### config.mk
export PLATFORM = sky130hd
export DESIGN_NAME = bus_arbiter_flat
export DESIGN_NICKNAME = d
export VERILOG_FILES = /design/src/rtl/bus_arbiter_pkg.sv /design/src/rtl/bus_arbiter_if.sv /design/src/rtl/bus_arbiter_watchdog.sv /design/src/rtl/bus_arbiter.sv /design/src/flat_wrapper.sv
export SDC_FILE = /design/constraint.sdc
export NUM_CORES = 1
export LEC_CHECK = 0
export CAP_MARGIN = 10
export CORE_MARGIN = 8
export CORE_UTILIZATION = 48
export CTS_CLUSTER_DIAMETER = 30
export DETAILED_ROUTE_END_ITERATION = 12
export HOLD_SLACK_MARGIN = 0.1
export PLACE_DENSITY = 0.69
export SETUP_SLACK_MARGIN = 0.4
export SLEW_MARGIN = 15
export SYNTH_ARGS = -nofsm -noshare
export SYNTH_HDL_FRONTEND = slang
export SYNTH_SLANG_ARGS = --single-unit
### constraint.sdc
create_clock -name clk -period 1.6 [get_ports clk]
set_input_delay 0.32 -clock clk [delete_from_list [all_inputs] [get_ports clk]]
set_output_delay 0.32 -clock clk [all_outputs]
set_load 0.01 [all_outputs]
### src/rtl/bus_arbiter_pkg.sv
// Shared constants for the two-master serial bus arbiter: state encoding,
// default widths and slave-ID values used by master and slave ports.
package bus_pkg;

    localparam int SLAVE_ID_BITS_DEF = 2;
    localparam int NUM_SLAVES_DEF    = 3;

    localparam logic [1:0] ST_IDLE    = 2'd0;
    localparam logic [1:0] ST_SSEL    = 2'd1;
    localparam logic [1:0] ST_ACTIVE  = 2'd2;
    localparam logic [1:0] ST_RELEASE = 2'd3;

    localparam logic [SLAVE_ID_BITS_DEF-1:0] SLAVE_0 = 2'd0;
    localparam logic [SLAVE_ID_BITS_DEF-1:0] SLAVE_1 = 2'd1;
    localparam logic [SLAVE_ID_BITS_DEF-1:0] SLAVE_2 = 2'd2;

endpackage

### src/rtl/bus_arbiter_if.sv
// Master-side request/slave-ID lines and arbiter-side grant/enable/status lines.
import bus_pkg::*;

interface bus_arbiter_if #(
    parameter int SLAVE_ID_BITS = SLAVE_ID_BITS_DEF,
    parameter int NUM_SLAVES    = NUM_SLAVES_DEF
) ();
    logic                     m1_req;
    logic                     m2_req;
    logic                     m1_slave_sel;
    logic                     m2_slave_sel;
    logic                     m1_grant;
    logic                     m2_grant;
    logic                     owner;
    logic [SLAVE_ID_BITS-1:0] slave_sel;
    logic [NUM_SLAVES-1:0]    slave_en;
    logic                     bus_busy;
    logic                     sel_error;
    logic                     timeout;

    modport master (
        output m1_req, m2_req, m1_slave_sel, m2_slave_sel,
        input  m1_grant, m2_grant, owner, slave_sel, slave_en,
               bus_busy, sel_error, timeout
    );

    modport slave (
        input  m1_req, m2_req, m1_slave_sel, m2_slave_sel,
        output m1_grant, m2_grant, owner, slave_sel, slave_en,
               bus_busy, sel_error, timeout
    );
endinterface

### src/rtl/bus_arbiter_watchdog.sv
// Saturating ACTIVE-state cycle counter with terminal-count flag at TIMEOUT_CYCLES-1.
import bus_pkg::*;

module arb_watchdog #(
    parameter int TIMEOUT_CYCLES = 1024
) (
    input  logic clk,
    input  logic reset,
    input  logic clr,
    input  logic en,
    output logic tc
);
    localparam int CW = $clog2(TIMEOUT_CYCLES);
    localparam logic [CW-1:0] TC_VAL = CW'(TIMEOUT_CYCLES - 1);

    logic [CW-1:0] cnt;

    always_ff @(posedge clk or negedge reset) begin
        if (!reset) begin
            cnt <= '0;
        end else if (clr) begin
            cnt <= '0;
        end else if (en && (cnt != '1)) begin
            cnt <= cnt + CW'(1);
        end
    end

    assign tc = (cnt == TC_VAL);
endmodule

### src/rtl/bus_arbiter.sv
// Round-robin arbiter for two masters: grants the bus, shifts in the serial
// slave-ID, drives the one-hot slave enable and forces release on watchdog expiry.
//   state      | meaning
//   IDLE       | bus free, waiting for any request
//   SSEL       | master granted, shifting in slave-ID MSB first
//   ACTIVE     | transfer running, slave_en valid, watchdog counting
//   RELEASE    | one-cycle gap, grants dropped, priority handed over
import bus_pkg::*;

module bus_arbiter #(
    parameter int SLAVE_ID_BITS  = SLAVE_ID_BITS_DEF,
    parameter int NUM_SLAVES     = NUM_SLAVES_DEF,
    parameter int TIMEOUT_CYCLES = 1024
) (
    input  logic          clk,
    input  logic          reset,
    bus_arbiter_if.slave  bus
);
    localparam int CNT_W = (SLAVE_ID_BITS > 1) ? $clog2(SLAVE_ID_BITS) : 1;
    localparam logic [CNT_W-1:0] LAST_BIT = CNT_W'(SLAVE_ID_BITS - 1);

    logic [1:0]               state;
    logic                     prio;
    logic [SLAVE_ID_BITS-1:0] id_shift;
    logic [CNT_W-1:0]         bit_cnt;
    logic                     own_req;
    logic                     own_sel;
    logic                     win;
    logic [SLAVE_ID_BITS:0]   id_ext;
    logic [SLAVE_ID_BITS-1:0] id_next;
    logic                     id_done;
    logic                     id_ok;
    logic                     rel;
    logic                     wd_tc;

    arb_watchdog #(.TIMEOUT_CYCLES(TIMEOUT_CYCLES)) u_wd (
        .clk   (clk),
        .reset (reset),
        .clr   (state != ST_ACTIVE),
        .en    (state == ST_ACTIVE),
        .tc    (wd_tc)
    );

    // owner already points at the granted master from SSEL onwards
    always_comb begin
        own_req = bus.owner ? bus.m2_req : bus.m1_req;
        own_sel = bus.owner ? bus.m2_slave_sel : bus.m1_slave_sel;
        win     = (bus.m1_req && bus.m2_req) ? prio : bus.m2_req;
        id_ext  = {id_shift, own_sel};
        id_next = id_ext[SLAVE_ID_BITS-1:0];
        id_done = (bit_cnt == LAST_BIT);
        id_ok   = (int'(id_next) < NUM_SLAVES);
        rel     = 1'b0;
        if (state == ST_SSEL)
            rel = !own_req || (id_done && !id_ok);
        else if (state == ST_ACTIVE)
            rel = !own_req || wd_tc;
    end

    always_ff @(posedge clk or negedge reset) begin
        if (!reset) begin
            state         <= ST_IDLE;
            prio          <= 1'b0;
            id_shift      <= '0;
            bit_cnt       <= '0;
            bus.m1_grant  <= 1'b0;
            bus.m2_grant  <= 1'b0;
            bus.owner     <= 1'b0;
            bus.slave_sel <= '0;
            bus.slave_en  <= '0;
            bus.bus_busy  <= 1'b0;
            bus.sel_error <= 1'b0;
            bus.timeout   <= 1'b0;
        end else begin
            bus.sel_error <= 1'b0;
            bus.timeout   <= 1'b0;
            case (state)
                ST_IDLE: begin
                    if (bus.m1_req || bus.m2_req) begin
                        state        <= ST_SSEL;
                        bus.owner    <= win;
                        bus.m1_grant <= !win;
                        bus.m2_grant <= win;
                        bus.bus_busy <= 1'b1;
                        bit_cnt      <= '0;
                        id_shift     <= '0;
                    end
                end
                ST_SSEL: begin
                    if (own_req) begin
                        id_shift <= id_next;
                        bit_cnt  <= bit_cnt + CNT_W'(1);
                        if (id_done && id_ok) begin
                            state         <= ST_ACTIVE;
                            bus.slave_sel <= id_next;
                            bus.slave_en  <= NUM_SLAVES'(1) << id_next;
                        end else if (id_done) begin
                            bus.sel_error <= 1'b1;
                        end
                    end
                end
                ST_ACTIVE: begin
                    // a falling request wins over a simultaneous watchdog expiry
                    if (own_req && wd_tc)
                        bus.timeout <= 1'b1;
                end
                ST_RELEASE: begin
                    state        <= ST_IDLE;
                    bus.bus_busy <= 1'b0;
                end
                default: begin
                    state <= ST_IDLE;
                end
            endcase
            if (rel) begin
                state        <= ST_RELEASE;
                bus.m1_grant <= 1'b0;
                bus.m2_grant <= 1'b0;
                bus.slave_en <= '0;
                prio         <= !bus.owner;
            end
        end
    end
endmodule
### src/flat_wrapper.sv
// flat-port wrapper written by rule: the top's interface ports become plain ports
module bus_arbiter_flat 
#(
    parameter int SLAVE_ID_BITS  = SLAVE_ID_BITS_DEF,
    parameter int NUM_SLAVES     = NUM_SLAVES_DEF,
    parameter int TIMEOUT_CYCLES = 1024
)
  (clk, reset, bus_m1_req, bus_m2_req, bus_m1_slave_sel, bus_m2_slave_sel, bus_m1_grant, bus_m2_grant, bus_owner, bus_slave_sel, bus_slave_en, bus_bus_busy, bus_sel_error, bus_timeout);
  bus_arbiter_if #(.SLAVE_ID_BITS(SLAVE_ID_BITS), .NUM_SLAVES(NUM_SLAVES)) bus_i ();
  input  logic clk;
  input  logic reset;
  input wire logic [$bits(bus_i.m1_req)-1:0] bus_m1_req;
  input wire logic [$bits(bus_i.m2_req)-1:0] bus_m2_req;
  input wire logic [$bits(bus_i.m1_slave_sel)-1:0] bus_m1_slave_sel;
  input wire logic [$bits(bus_i.m2_slave_sel)-1:0] bus_m2_slave_sel;
  output wire logic [$bits(bus_i.m1_grant)-1:0] bus_m1_grant;
  output wire logic [$bits(bus_i.m2_grant)-1:0] bus_m2_grant;
  output wire logic [$bits(bus_i.owner)-1:0] bus_owner;
  output wire logic [$bits(bus_i.slave_sel)-1:0] bus_slave_sel;
  output wire logic [$bits(bus_i.slave_en)-1:0] bus_slave_en;
  output wire logic [$bits(bus_i.bus_busy)-1:0] bus_bus_busy;
  output wire logic [$bits(bus_i.sel_error)-1:0] bus_sel_error;
  output wire logic [$bits(bus_i.timeout)-1:0] bus_timeout;
  assign bus_i.m1_req = bus_m1_req;
  assign bus_i.m2_req = bus_m2_req;
  assign bus_i.m1_slave_sel = bus_m1_slave_sel;
  assign bus_i.m2_slave_sel = bus_m2_slave_sel;
  assign bus_m1_grant = bus_i.m1_grant;
  assign bus_m2_grant = bus_i.m2_grant;
  assign bus_owner = bus_i.owner;
  assign bus_slave_sel = bus_i.slave_sel;
  assign bus_slave_en = bus_i.slave_en;
  assign bus_bus_busy = bus_i.bus_busy;
  assign bus_sel_error = bus_i.sel_error;
  assign bus_timeout = bus_i.timeout;
  bus_arbiter #(.SLAVE_ID_BITS(SLAVE_ID_BITS), .NUM_SLAVES(NUM_SLAVES), .TIMEOUT_CYCLES(TIMEOUT_CYCLES)) u_core (.clk(clk), .reset(reset), .bus(bus_i));
endmodule
After elaboration in Yosys (flattened, before gate mapping) --
Index checks and enable logic that the tools add are counted.
Cells by class: multiplexer cells 36, equal/unequal tests 11, $lt $le $gt $ge 1, reductions and logical operators 29, add/subtract/negate cells 2, shift operators 1
Operators by type and width (count):
- $mux W1 | 22
- $mux W10 | 2
- $reduce_bool A2 Y1 | 8
- $mux W3 | 4
- $add A10 B1 Y10 const B | 1
- $eq A10 B10 Y1 const B | 1
- $ne A10 B10 Y1 const B | 1
- $reduce_and A3 Y1 | 3
- $mux W2 | 4
- $ne A3 B1 Y1 const B | 2
- $pmux W1 S2 | 3
- $pmux W2 S3 | 1
- $reduce_and A2 Y1 | 3
- $logic_and A1 B1 Y1 | 5
- $eq A2 B2 Y1 const B | 2
- $logic_not A1 Y1 | 4
- $ne A2 B1 Y1 const B | 2
- $reduce_and A4 Y1 | 1
- $reduce_bool A4 Y1 | 1
- $logic_or A1 B1 Y1 | 3
- $ne A3 B2 Y1 const B | 1
- $shl A1 B2 Y3 const A | 1
- $eq A2 B1 Y1 const B | 1
- $logic_not A2 Y1 | 1
- other kinds (3) | 3
Word-level totals: input bits 6, logic and storage cells 93, bits in registers 26, output and inout port bits 11

Logic depth before layout (Yosys ltp) --
Gate-level depths: netlist of run 1.
depth in word-level cells 8, depth in mapped cells 7

Modules after synthesis --
Synthesis of run 1 repeated with hierarchy kept, for this count alone.
Second synthesis, totals: cell total of the unflattened synthesis 131, area, all modules 1336.3 µm²
By module, submodules not included:
- bus_arbiter | instances 1, cells each 74, area an instance 795.8 µm²
- arb_watchdog | instances 1, cells each 57, area an instance 540.5 µm²

Worst setup path after synthesis of run 1 --
Ideal clock, no wire load.
path kind flip-flop to flip-flop, from register u_core.bus.owner, to register u_core.state[0], data required time 1.474 ns, data arrival time 1.456 ns, stages on the path, launching flop included 5, setup time 0.126 ns, path slack 0.018 ns, buffers on the path 0, cell sequence dfrtp_1 -> mux2_4 -> a311oi_2 -> nor3_2 -> a221o_1
Between the ends: longest elaborated chain between the ends 8, elaborated cells between the ends (all ways) 17, classes of those cells 1 x order compare; 3 x eq/ne; 5 x mux; 8 x reduce/logical
RTL lines:
- start: declaration | line bus_arbiter_if.sv:29 | output m1_grant, m2_grant, owner, slave_sel, slave_en,
- start signal: assignment | line bus_arbiter.sv:81 | bus.owner <= win;
- $mux W1 | line bus_arbiter.sv:47 | own_sel = bus.owner ? bus.m2_slave_sel : bus.m1_slave_sel;
- $lt A2 B2 Y1 | line bus_arbiter.sv:52 | id_ok = (int'(id_next) < NUM_SLAVES);
- $logic_not A1 Y1 | line bus_arbiter.sv:55 | rel = !own_req || (id_done && !id_ok);
- $logic_and A1 B1 Y1 | line bus_arbiter.sv:55
- $logic_or A1 B1 Y1 | line bus_arbiter.sv:55
- $mux W1 | line bus_arbiter.sv:54 | if (state == ST_SSEL)
- $ne A3 B1 Y1 (no line), or another cell as far along
- $reduce_and A4 Y1 (no line)
- end signal: assignment | line bus_arbiter.sv:62 | state <= ST_IDLE;
- end signal: assignment | line bus_arbiter.sv:80 | state <= ST_SSEL;
- end signal: assignment | line bus_arbiter.sv:94 | state <= ST_ACTIVE;
- end: declaration | line bus_arbiter.sv:22 | logic [1:0] state;
Several ways; a longest one is shown, not always the timed one. A chain may end at the register's enable or synchronous reset.

Final worst setup path of run 1 --
Same ends and word-level chain as after synthesis.

==> impl_metrics.yaml, run 1 <==
clock_tree:
  worstSkewPairLatency_ns: 0.32
  cts_tree: "built"
  cts.sinks: 26
  cts.reportedPaths.clkPinSlew_ns: 0.14
  hold_buffers: 0
  cts-buffers-inserted: 3
  cts_htree_levels: 1
  cts-root-to-sink-buffers: 2
  clock_tree.root_cell: "sky130_fd_sc_hd__clkbuf_4"
timing:
  fin_crit_sh: 1.02
  max_slew_margin: 0.741
  hold_viol: 0
  finalCriticalPeriod_ns: 1.63
  rsz_0062_raised_after_global_routing: "true"
  max_freq_ghz: 0.615
  finalClockSkew_ns: 0.00573
  worstMarginPinSlew_ns: 0.384
  report.final.setup_viol: 1
  drv_slew: 0
  setup_ws_ns: -0.0253
  fin_setup_tns_ns: -0.0253
  fin_hold_ws_ns: 0.336
logic_synthesis:
  yosysSeqAreaShare: 0.486
  synth_top_cell_area_share: 0.486
  syn-mean-instance-area_um2: 10.4
  yosys-top-cells-area: "sky130_fd_sc_hd__dfrtp_1, sky130_fd_sc_hd__ha_1, sky130_fd_sc_hd__a21oi_1, sky130_fd_sc_hd__nor2_1, sky130_fd_sc_hd__mux2i_1"
  ys.warnings.count: 0
  postSynthRegisterBits: 26
  netlist_area_before_placement_mm2: 0.00134
  number_of_synthesized_flops_with_an_enable_pin: 0
  synth_top_flop_cell: "sky130_fd_sc_hd__dfrtp_1"
  netlist-cell-type-count: 36
  synth_area_leader_cell: "sky130_fd_sc_hd__dfrtp_1"
  postSynthNetCount: 140
  share_of_synthesized_flip_flops_with_an_asynchronous_set_or_reset: 1.00
  syn_inst: 129
layout:
  layout.cells.non_filler: 214
  proportion_of_layout_cells_with_a_drive_suffix_above_1: 0.541
  areaGrowthSynthToFinish_pct: 55.9
  fin_nets: 195
  final_core_utilization: 0.771
  num_antenna_cells: 0
power:
  report.power.total_mw: 3.09
  power.ir.vdd_worst_v: 0.00123
  static-leakage-power_nw: 0.912
  power-per-cell-area_mw_per_mm2: 1480
placed_design:
  dp_hpwl_mm: 2.19
  port_buffers: 16
  gp_routability_congestion: 0.880
  placed_cells_incl_taps: 185
job:
  timing.max_cap.violations: 0
worst_setup_path:
  timing.critical_path.required_ns: 1.83
  worst_ep_arrival_time_ns: 1.85
  timing.setup.critical_path_class: "flip-flop to flip-flop"
  endpoint_kind: "flip-flop"
  worstPathCellList: "buf_6 -> mux2_4 -> a311oi_2 -> nor3_2 -> a221o_1"
  worstSetupStartpointType: "flip-flop"
  cp_slowest_stage_delay_ns: 0.46
  cpMaxStageDelayCell: "sky130_fd_sc_hd__dfrtp_2"
  reg2reg_setup_slack_ns: -0.03
  path_max_fanout: 4
detailed_routing:
  drt-vias-per-instance: 5.72
  dr.first_iter.drc_count: 52
  route.detailed.drc: 0
  wl_mm: 3.59
  route.antenna.remaining_nets: 0
  drt_pass1_iterations: 5
  post_drt_wl_per_cell_um: 16.8
  dr_total_vias: 1225
floorplanning:
  dieArea_mm2: 0.00474
  num_rows: 19
  io_pins: 17
  floorplan.core_area_mm2: 0.00271
  chipWidth_um: 68.8
  initial_utilization: 0.494
  die_height_um: 68.8
global_routing:
  track_usage: 0.158
  grt_pass1_wl_mm: 5.77
  first_global_vias: 1252
  antenna_violations_before_repair: 0
  grt_start_max_net_pins: 27
  gr-total-overflow: 0
run_status:
  violations: "negative setup slack"
  outcome: "complete, but fails checks"
min_path:
  hold_path.class: "primary input to async pin"
-- report_power, final --
part | internal [mW] | total [mW] | switching [mW]
Sequential | 0.838 | 1.00 | 0.165
Combinational | 0.925 | 1.75 | 0.829
Clock | 0.139 | 0.335 | 0.195
-- flip-flops by register name, summed over array words and instances, names as in the netlist --
name,cells
u_core.u_wd.cnt,10
u_core.bit_cnt,1
u_core.bus.timeout,1
u_core.id_shift,1
u_core.state,2
u_core.bus.bus_busy,1
u_core.prio,1
u_core.bus.sel_error,1
u_core.bus.owner,1
u_core.bus.slave_sel,2
u_core.bus.m1_grant,1
u_core.bus.m2_grant,1
u_core.bus.slave_en,3
-- cells in the final DEF, fill, tap and decap left out, types with 3 or more instances in the layout --
cell	synthesis	final
sky130_fd_sc_hd__nand2_1	8	5
sky130_fd_sc_hd__clkbuf_4	0	3
sky130_fd_sc_hd__clkdlybuf4s50_1	0	3
sky130_fd_sc_hd__and2_1	3	3
sky130_fd_sc_hd__dfrtp_1	26	23
sky130_fd_sc_hd__ha_4	0	3
sky130_fd_sc_hd__a22o_1	3	3
sky130_fd_sc_hd__dfrtp_2	0	3
sky130_fd_sc_hd__inv_2	0	3
sky130_fd_sc_hd__nor3_2	2	4
sky130_fd_sc_hd__nand2_2	0	3
sky130_fd_sc_hd__xnor2_1	3	3
sky130_fd_sc_hd__a21oi_1	9	5
sky130_fd_sc_hd__buf_2	2	8
sky130_fd_sc_hd__a21oi_2	0	4
sky130_fd_sc_hd__o21ai_0	4	4
sky130_fd_sc_hd__buf_4	0	27
sky130_fd_sc_hd__mux2i_1	4	3
sky130_fd_sc_hd__buf_6	0	12
sky130_fd_sc_hd__inv_1	7	4
sky130_fd_sc_hd__nor2_1	12	11
-- final timing paths --
kind,startpoint,cells after the start,to
worst min register to register,u_core.bus.slave_en[0],1,u_core.bus.slave_en[0]
worst min-delay path,reset,2,u_core.bus.bus_busy
max in group asynchronous,reset,2,u_core.u_wd.cnt[4]
worst max-delay path,u_core.bus.owner,5,u_core.state[0]
min in group clk,u_core.bus.slave_en[0],1,u_core.bus.slave_en[0]
worst max register to register,u_core.bus.owner,5,u_core.state[0]
-- metrics by stage --
stage	worst slack, ns	area, um2
after detailed placement	-0.301	1720
after global routing	-0.0365	2090
final	-0.0253	2090
after global placement	-0.195	1720
after CTS	0.0282	1950
after floorplan	0.124	1450
-- critical path: cells and delay by family, from the launching register on --
| kind | cells | cell delay, ns |
|---|---|---|
| AOI/OAI and AO/OA | 2 | 0.52 |
| DFF | 1 | 0.46 |
| muxes | 1 | 0.32 |
| buffers and inverters | 1 | 0.12 |
| and+or+nand+nor | 1 | 0.11 |
-- what timing repair did --
action | in CTS | in global routing
gates resized for setup | 70 | 23
endpoints found under the setup margin | 36 | 36
endpoints found under the hold margin | 0 | 0
pin swaps | 12 | 8
buffers inserted | 18 | 7
-- logic make-up (layout without fill, tap and decap cells) --
| logic type | Yosys count | after routing | share of synthesized area |
|---|---|---|---|
| AND/OR/NAND/NOR | 41 | 41 | 0.162 |
| AO/OA/AOI/OAI | 36 | 36 | 0.190 |
| flip-flops | 26 | 26 | 0.486 |
| multiplexers | 6 | 6 | 0.0523 |
| XOR/XNOR | 5 | 5 | 0.0327 |
| buffers and inverters | 10 | 64 | 0.0299 |
| adder cells (fa/ha/maj) | 5 | 5 | 0.0467 |
-- area by class of cell --
cell class | instances | area, um2
multi-input combinational | 93 | 903
sequential | 26 | 654
fill | 183 | 621
timing repair buffer | 52 | 425
tap | 31 | 38.8
clock buffer | 4 | 36.3
inverter | 8 | 31.3
-- Yosys cell counts (3+ instances only) --
| cell type | n |
|---|---|
| sky130_fd_sc_hd__and2_1 | 3 |
| sky130_fd_sc_hd__xnor2_1 | 3 |
| sky130_fd_sc_hd__nor2_1 | 12 |
| sky130_fd_sc_hd__o31ai_1 | 3 |
| sky130_fd_sc_hd__a21oi_1 | 9 |
| sky130_fd_sc_hd__mux2i_1 | 4 |
| sky130_fd_sc_hd__a22o_1 | 3 |
| sky130_fd_sc_hd__inv_1 | 7 |
| sky130_fd_sc_hd__nor3_1 | 4 |
| sky130_fd_sc_hd__nand3_1 | 4 |
| sky130_fd_sc_hd__nand2_1 | 8 |
| sky130_fd_sc_hd__dfrtp_1 | 26 |
| sky130_fd_sc_hd__ha_1 | 5 |
| sky130_fd_sc_hd__a31oi_1 | 4 |
| sky130_fd_sc_hd__o21ai_0 | 4 |
-- per-layer routing --
metal / wire length (um) / part of all wire / global-route usage / vias to the layer above
met5: 0 / 0 / 0 / -
met4: 42 / 0.012 / 0.0501 / 0
met3: 128 / 0.036 / 0.0258 / 6
met2: 1930 / 0.54 / 0.292 / 22
met1: 1490 / 0.42 / 0.180 / 613
li1: - / - / - / 584
(Power assumes the default switching activity.)
==> inputs of run 2 (changes only) <==
--- a/config.mk
+++ b/config.mk
@@ -7,9 +7,10 @@
 export LEC_CHECK = 0
 export CAP_MARGIN = 10
 export CORE_MARGIN = 8
-export CORE_UTILIZATION = 48
+export CORE_UTILIZATION = 55
 export CTS_CLUSTER_DIAMETER = 30
 export DETAILED_ROUTE_END_ITERATION = 12
+export DONT_BUFFER_PORTS = 1
 export HOLD_SLACK_MARGIN = 0.1
 export PLACE_DENSITY = 0.69
 export SETUP_SLACK_MARGIN = 0.4
==> run 2 against run 1 <==
Compared with the run above:
- the run still ends with negative setup slack left
- sequential share of layout area rose by 0.64 points
- die area down 9.8%
- setup slack better by 0.025 ns
- clock skew about the same
- combinational power up 2%
- first-iteration DRC count up 33%
- sequential power rose by 11%
- cell count fell by 9.8%
- highest routed layer unchanged
==> impl_metrics.yaml, run 2 (synthesized netlist as in run 1, its figures left out) <==
power:
  p_clk_frac: 0.105
  swShare: 0.419
  power_report.internal_total_mw: 1.88
  seq_power_share: 0.342
  static-leakage-power_nw: 0.857
  combinationalPowerShare: 0.553
  power-per-cell-area_mw_per_mm2: 1580
  power.ir.vdd_worst_v: 0.00164
  power.switching_mw: 1.36
detailed_routing:
  drt_pass1_iterations: 4
  route.antenna.remaining_nets: 0
  route.detailed.drc: 0
  post_drt_wl_per_cell_um: 21.4
  drt-vias-per-instance: 6.37
  dr.first_iter.drc_count: 69
  wl_mm: 4.14
  dr_total_vias: 1230
floorplanning:
  floorplan.core_area_mm2: 0.00239
  dieArea_mm2: 0.00427
  num_rows: 18
  initial_utilization: 0.561
  chipWidth_um: 65.4
  io_pins: 17
  die_height_um: 65.4
timing:
  fin_hold_ws_ns: 0.132
  max_slew_margin: 0.722
  fin_crit_sh: 1.00
  worstMarginPinSlew_ns: 0.416
  setup_ws_ns: -0.000541
  finalCriticalPeriod_ns: 1.60
  finalClockSkew_ns: 0.00595
  fin_setup_tns_ns: -0.000541
  drv_slew: 0
  report.final.setup_viol: 1
  rsz_0062_raised_after_global_routing: "true"
  max_freq_ghz: 0.625
  hold_viol: 0
run_status:
  outcome: "complete, but fails checks"
  violations: "negative setup slack"
clock_tree:
  cts.reportedPaths.clkPinSlew_ns: 0.14
  cts-root-to-sink-buffers: 2
  cts_htree_levels: 1
  clock_tree.root_cell: "sky130_fd_sc_hd__clkbuf_4"
  cts-buffers-inserted: 3
  cts.sinks: 26
  cts_tree: "built"
  worstSkewPairLatency_ns: 0.33
placed_design:
  placedInstanceArea_mm2: 0.00151
  gp_routability_congestion: 0.868
  port_buffers: 0
  placed_cells_incl_taps: 162
  detailedPlace.worstSlack_ns: 0.0129
  dp_hpwl_mm: 2.24
layout:
  layout.cells.non_filler: 193
  proportion_of_layout_cells_with_a_drive_suffix_above_1: 0.546
  layout_commonest_cell: "sky130_fd_sc_hd__dfrtp_1"
  fin_nets: 175
  top_library_cells_by_usage_in_the_layout_fill_and_taps_aside: "sky130_fd_sc_hd__dfrtp_1, sky130_fd_sc_hd__buf_4, sky130_fd_sc_hd__buf_6"
  regMostFlops: "u_core.u_wd.cnt"
  num_antenna_cells: 0
  areaGrowthSynthToFinish_pct: 53.7
  final_cell_area_mm2: 0.00206
  largest_register_ff_count: 10
  largestRegisters: "u_core.u_wd.cnt (10), u_core.bus.slave_en (3)"
global_routing:
  antenna_violations_before_repair: 0
  gr-total-overflow: 0
  first_global_vias: 1106
  track_usage: 0.156
  grt_pass1_wl_mm: 5.31
  grt_start_max_net_pins: 27
job:
  timing.max_cap.violations: 0
worst_setup_path:
  worst_setup_path_startpoint: "u_core.bus.owner"
  timing.setup.critical_path_class: "flip-flop to flip-flop"
  worstSetupStartpointType: "flip-flop"
  timing.critical_path.required_ns: 1.83
  endpoint_kind: "flip-flop"
  regToRegStartpoint: "u_core.bus.owner"
  worst_ep_arrival_time_ns: 1.83
  path_max_fanout: 4
min_path:
  timing.hold.worst.start: "bus_m2_req"
  hold_path.class: "primary input to flip-flop"
[run 2: cell types whose count changed in the layout (fill, tap and decap cells not counted), sizes merged]
cell / delta
buf: -16
clkdlybuf4s50: -3
dlygate4sd3: +1
dlygate4sd2: -2
[run 2: through the flow]
stage                     total power, mW   util
after floorplan                      1.85      -
after global placement               2.05  0.633
after detailed placement             2.10  0.633
after CTS                            2.62  0.724
after global routing                 3.41  0.863
final                                3.24  0.863
[run 2: final timing paths]
kind	to	slack [ns]	depth (start not counted)
hold reg to reg	u_core.bus.bus_busy	0.58	1
setup / recovery	u_core.state[0]	-0.0005	4
hold / removal	u_core.bus.owner	0.13	2
setup reg to reg	u_core.state[0]	-0.0005	4
max in group asynchronous	u_core.u_wd.cnt[4]	1.04	2
min in group asynchronous	u_core.bit_cnt	0.40	2
[run 2: critical path, stage by stage (launching register included)]
cell                       delay, ns
sky130_fd_sc_hd__dfrtp_2        0.48
sky130_fd_sc_hd__mux2_4         0.36
sky130_fd_sc_hd__a311oi_4       0.28
sky130_fd_sc_hd__nor3_4         0.09
sky130_fd_sc_hd__a221o_1        0.28
[run 2: power groups by stage]
stage,Combinational (mW),Clock (mW),Sequential [mW]
floorplan,0.813,0,1.03
global placement,0.968,0,1.08
detailed placement,1.01,0,1.09
CTS,1.21,0.342,1.07
global route,1.91,0.368,1.14
finish,1.79,0.341,1.11
[run 2: what timing repair did]
item,CTS,global route
hold endpoints to repair,26,0
gates cloned,0,0
hold buffers,2,0
gates resized for setup,26,38
setup buffers,8,17
endpoints found under the setup margin,26,27
pin swaps,5,25
[run 2: area by class of cell]
type | instances | area [um2]
tap | 30 | 37.5
clock buffer | 4 | 36.3
timing repair buffer | 32 | 313
fill | 99 | 328
sequential | 26 | 658
inverter | 8 | 37.5
multi-input combinational | 93 | 977
[run 2: metal layers]
| layer | GRT usage | up-vias | wire [um] |
|---|---|---|---|
| met5 | 0 | - | 0 |
| met2 | 0.267 | 42 | 2150 |
| met1 | 0.180 | 637 | 1730 |
| li1 | - | 544 | - |
| met3 | 0.0340 | 7 | 188 |
| met4 | 0.0736 | 0 | 63 |
==> inputs of run 3 (changes only) <==
--- a/config.mk
+++ b/config.mk
@@ -6,13 +6,16 @@
 export NUM_CORES = 1
 export LEC_CHECK = 0
 export CAP_MARGIN = 10
+export CELL_PAD_IN_SITES_DETAIL_PLACEMENT = 1
+export CELL_PAD_IN_SITES_GLOBAL_PLACEMENT = 2
+export CORE_ASPECT_RATIO = 0.5
 export CORE_MARGIN = 8
-export CORE_UTILIZATION = 55
+export CORE_UTILIZATION = 35
 export CTS_CLUSTER_DIAMETER = 30
 export DETAILED_ROUTE_END_ITERATION = 12
 export DONT_BUFFER_PORTS = 1
 export HOLD_SLACK_MARGIN = 0.1
-export PLACE_DENSITY = 0.69
+export PLACE_DENSITY = 0.68
 export SETUP_SLACK_MARGIN = 0.4
 export SLEW_MARGIN = 15
 export SYNTH_ARGS = -nofsm -noshare
==> run 3 against run 2 <==
Compared with the run above:
- the flow still finishes with violations (negative setup slack)
- critical path depth is 2 higher
- register-to-register slack hardly changed
- flip-flop and latch count stayed put
- setup slack worse by 0.014 ns
- die area is 45% higher
- largest cell class unchanged
- highest routed layer unchanged
==> impl_metrics.yaml, run 3 (synthesized netlist as in run 1, its figures left out) <==
run_status:
  outcome: "complete, but fails checks"
  violations: "negative setup slack"
placed_design:
  dp_hpwl_mm: 2.48
  gp_routability_congestion: 0.736
  detailedPlace.worstSlack_ns: -0.0136
  placedInstanceArea_mm2: 0.00158
  port_buffers: 0
power:
  power_report.internal_total_mw: 2.10
  combinationalPowerShare: 0.555
  power.switching_mw: 1.41
  seq_power_share: 0.319
  static-leakage-power_nw: 0.887
  swShare: 0.401
  report.power.total_mw: 3.51
  power.ir.vdd_worst_v: 0.000678
  power-per-cell-area_mw_per_mm2: 1630
  p_clk_frac: 0.125
job:
  timing.max_cap.violations: 0
clock_tree:
  cts_htree_levels: 1
  cts-buffers-inserted: 3
  clock_tree.root_cell: "sky130_fd_sc_hd__clkbuf_8"
  cts_tree: "built"
  cts.sinks: 26
  worstSkewPairLatency_ns: 0.27
  cts-root-to-sink-buffers: 2
  cts.reportedPaths.clkPinSlew_ns: 0.10
timing:
  finalClockSkew_ns: 0.00649
  max_slew_margin: 0.758
  hold_viol: 0
  fin_crit_sh: 1.01
  rsz_0062_raised_after_global_routing: "true"
  drv_slew: 0
  max_freq_ghz: 0.619
  fin_setup_tns_ns: -0.0149
  finalCriticalPeriod_ns: 1.61
  setup_ws_ns: -0.0149
  worstMarginPinSlew_ns: 0.356
  report.final.setup_viol: 1
floorplanning:
  chipWidth_um: 104
  floorplan.core_area_mm2: 0.00378
  num_rows: 16
  initial_utilization: 0.354
  io_pins: 17
  dieArea_mm2: 0.00618
  die_height_um: 59.8
worst_setup_path:
  worstSetupStartpointType: "flip-flop"
  worstSetupPathDepth: 6
  most_frequent_cell_on_the_critical_path: "sky130_fd_sc_hd__inv_2"
  timing.critical_path.required_ns: 1.76
  setup.worst_path.end: "u_core.state[0]"
  worst_ep_arrival_time_ns: 1.77
  worstPathCellList: "inv_2 -> ha_4 -> inv_2 -> a311oi_2 -> nor3_4 -> a221o_1"
  reg2regPathDepth: 6
  regToRegStartpoint: "u_core.state[1]"
  critical_path.n_buffers_inverters: 2
  path_max_fanout: 5
  endpoint_kind: "flip-flop"
  cpMaxStageDelayCell: "sky130_fd_sc_hd__dfrtp_1"
  path_delay_family: "compound AO/OA/AOI/OAI gates"
  reg2reg_setup_slack_ns: -0.01
  r2r_end: "u_core.state[0]"
  timing.setup.critical_path_class: "flip-flop to flip-flop"
  worst_setup_path_startpoint: "u_core.state[1]"
  cp_slowest_stage_delay_ns: 0.44
detailed_routing:
  wl_mm: 4.58
  dr.first_iter.drc_count: 36
  drt-vias-per-instance: 5.37
  route.antenna.remaining_nets: 0
  post_drt_wl_per_cell_um: 20.2
  route.detailed.drc: 0
  drt_pass1_iterations: 4
  dr_total_vias: 1219
global_routing:
  grt_start_max_net_pins: 27
  busiest_layer: "met2"
  grt_pass1_wl_mm: 6.71
  use_met2: 0.234
  groute.layer.met3.usage: 0.0312
  track_usage: 0.138
  first_global_vias: 1270
  gr-total-overflow: 0
  antenna_violations_before_repair: 0
  met1_usage: 0.172
layout:
  largestRegisters: "u_core.u_wd.cnt (10), u_core.bus.slave_en (3)"
  fin_nets: 185
  largest_register_ff_count: 10
  top_library_cells_by_usage_in_the_layout_fill_and_taps_aside: "sky130_fd_sc_hd__buf_4, sky130_fd_sc_hd__dfrtp_1, sky130_fd_sc_hd__buf_6"
  n_fill_cell: 400
  areaGrowthSynthToFinish_pct: 60.3
  final_cell_area_mm2: 0.00215
  num_antenna_cells: 0
  layout_commonest_cell: "sky130_fd_sc_hd__buf_4"
  proportion_of_layout_cells_with_a_drive_suffix_above_1: 0.584
  regMostFlops: "u_core.u_wd.cnt"
min_path:
  timing.hold.worst.start: "bus_m2_req"
  hold_path.class: "primary input to flip-flop"
run 3: layout make-up:
type	instances	area (um2)	area share
multi-input cells	93	958	0.446
flip-flops and latches	26	658	0.306
repair buffers	42	377	0.175
well taps	54	67.6	0.0315
clock buffers	4	55.1	0.0256
inverters	8	32.5	0.0151
run 3: through the flow:
stage / utilization / hold WS, ns / std cells
floorplan: - / 0.0244 / 129
global placement: 0.417 / 0.0253 / 191
detailed placement: 0.417 / 0.0251 / 191
CTS: 0.517 / 0.194 / 216
global route: 0.568 / 0.222 / 227
finish: 0.568 / 0.217 / 227
run 3: layer usage:
| layer | vias up | part of all wire |
|---|---|---|
| li1 | 561 | - |
| met1 | 631 | 0.43 |
| met2 | 23 | 0.51 |
| met3 | 4 | 0.044 |
| met4 | 0 | 0.010 |
| met5 | - | 0 |
run 3: what timing repair did:
action	4_1_cts	5_1_grt
hold buffers	2	0
resized for setup	30	28
endpoints found under the setup margin	26	27
pin swaps	13	14
setup buffers	19	11
hold endpoints to repair	26	0
run 3: worst min path at each step:
stage | end | slack, ns | depth (start not counted)
final | u_core.bus.owner | 0.22 | 2
after global placement | u_core.u_wd.cnt[1] | 0.03 | 0
after CTS | u_core.bus.owner | 0.19 | 2
after floorplan | u_core.bit_cnt | 0.02 | 0
after detailed placement | u_core.u_wd.cnt[1] | 0.03 | 0
after global routing | u_core.bus.owner | 0.22 | 2
run 3: power by group through the flow:
stage                     combinational [mW]  clock [mW]  sequential, mW
after floorplan                        0.813           0            1.03
after global placement                  1.07           0            1.08
after detailed placement                1.10           0            1.09
after CTS                               1.49       0.450            1.09
after global routing                    2.08       0.479            1.15
final                                   1.95       0.440            1.12
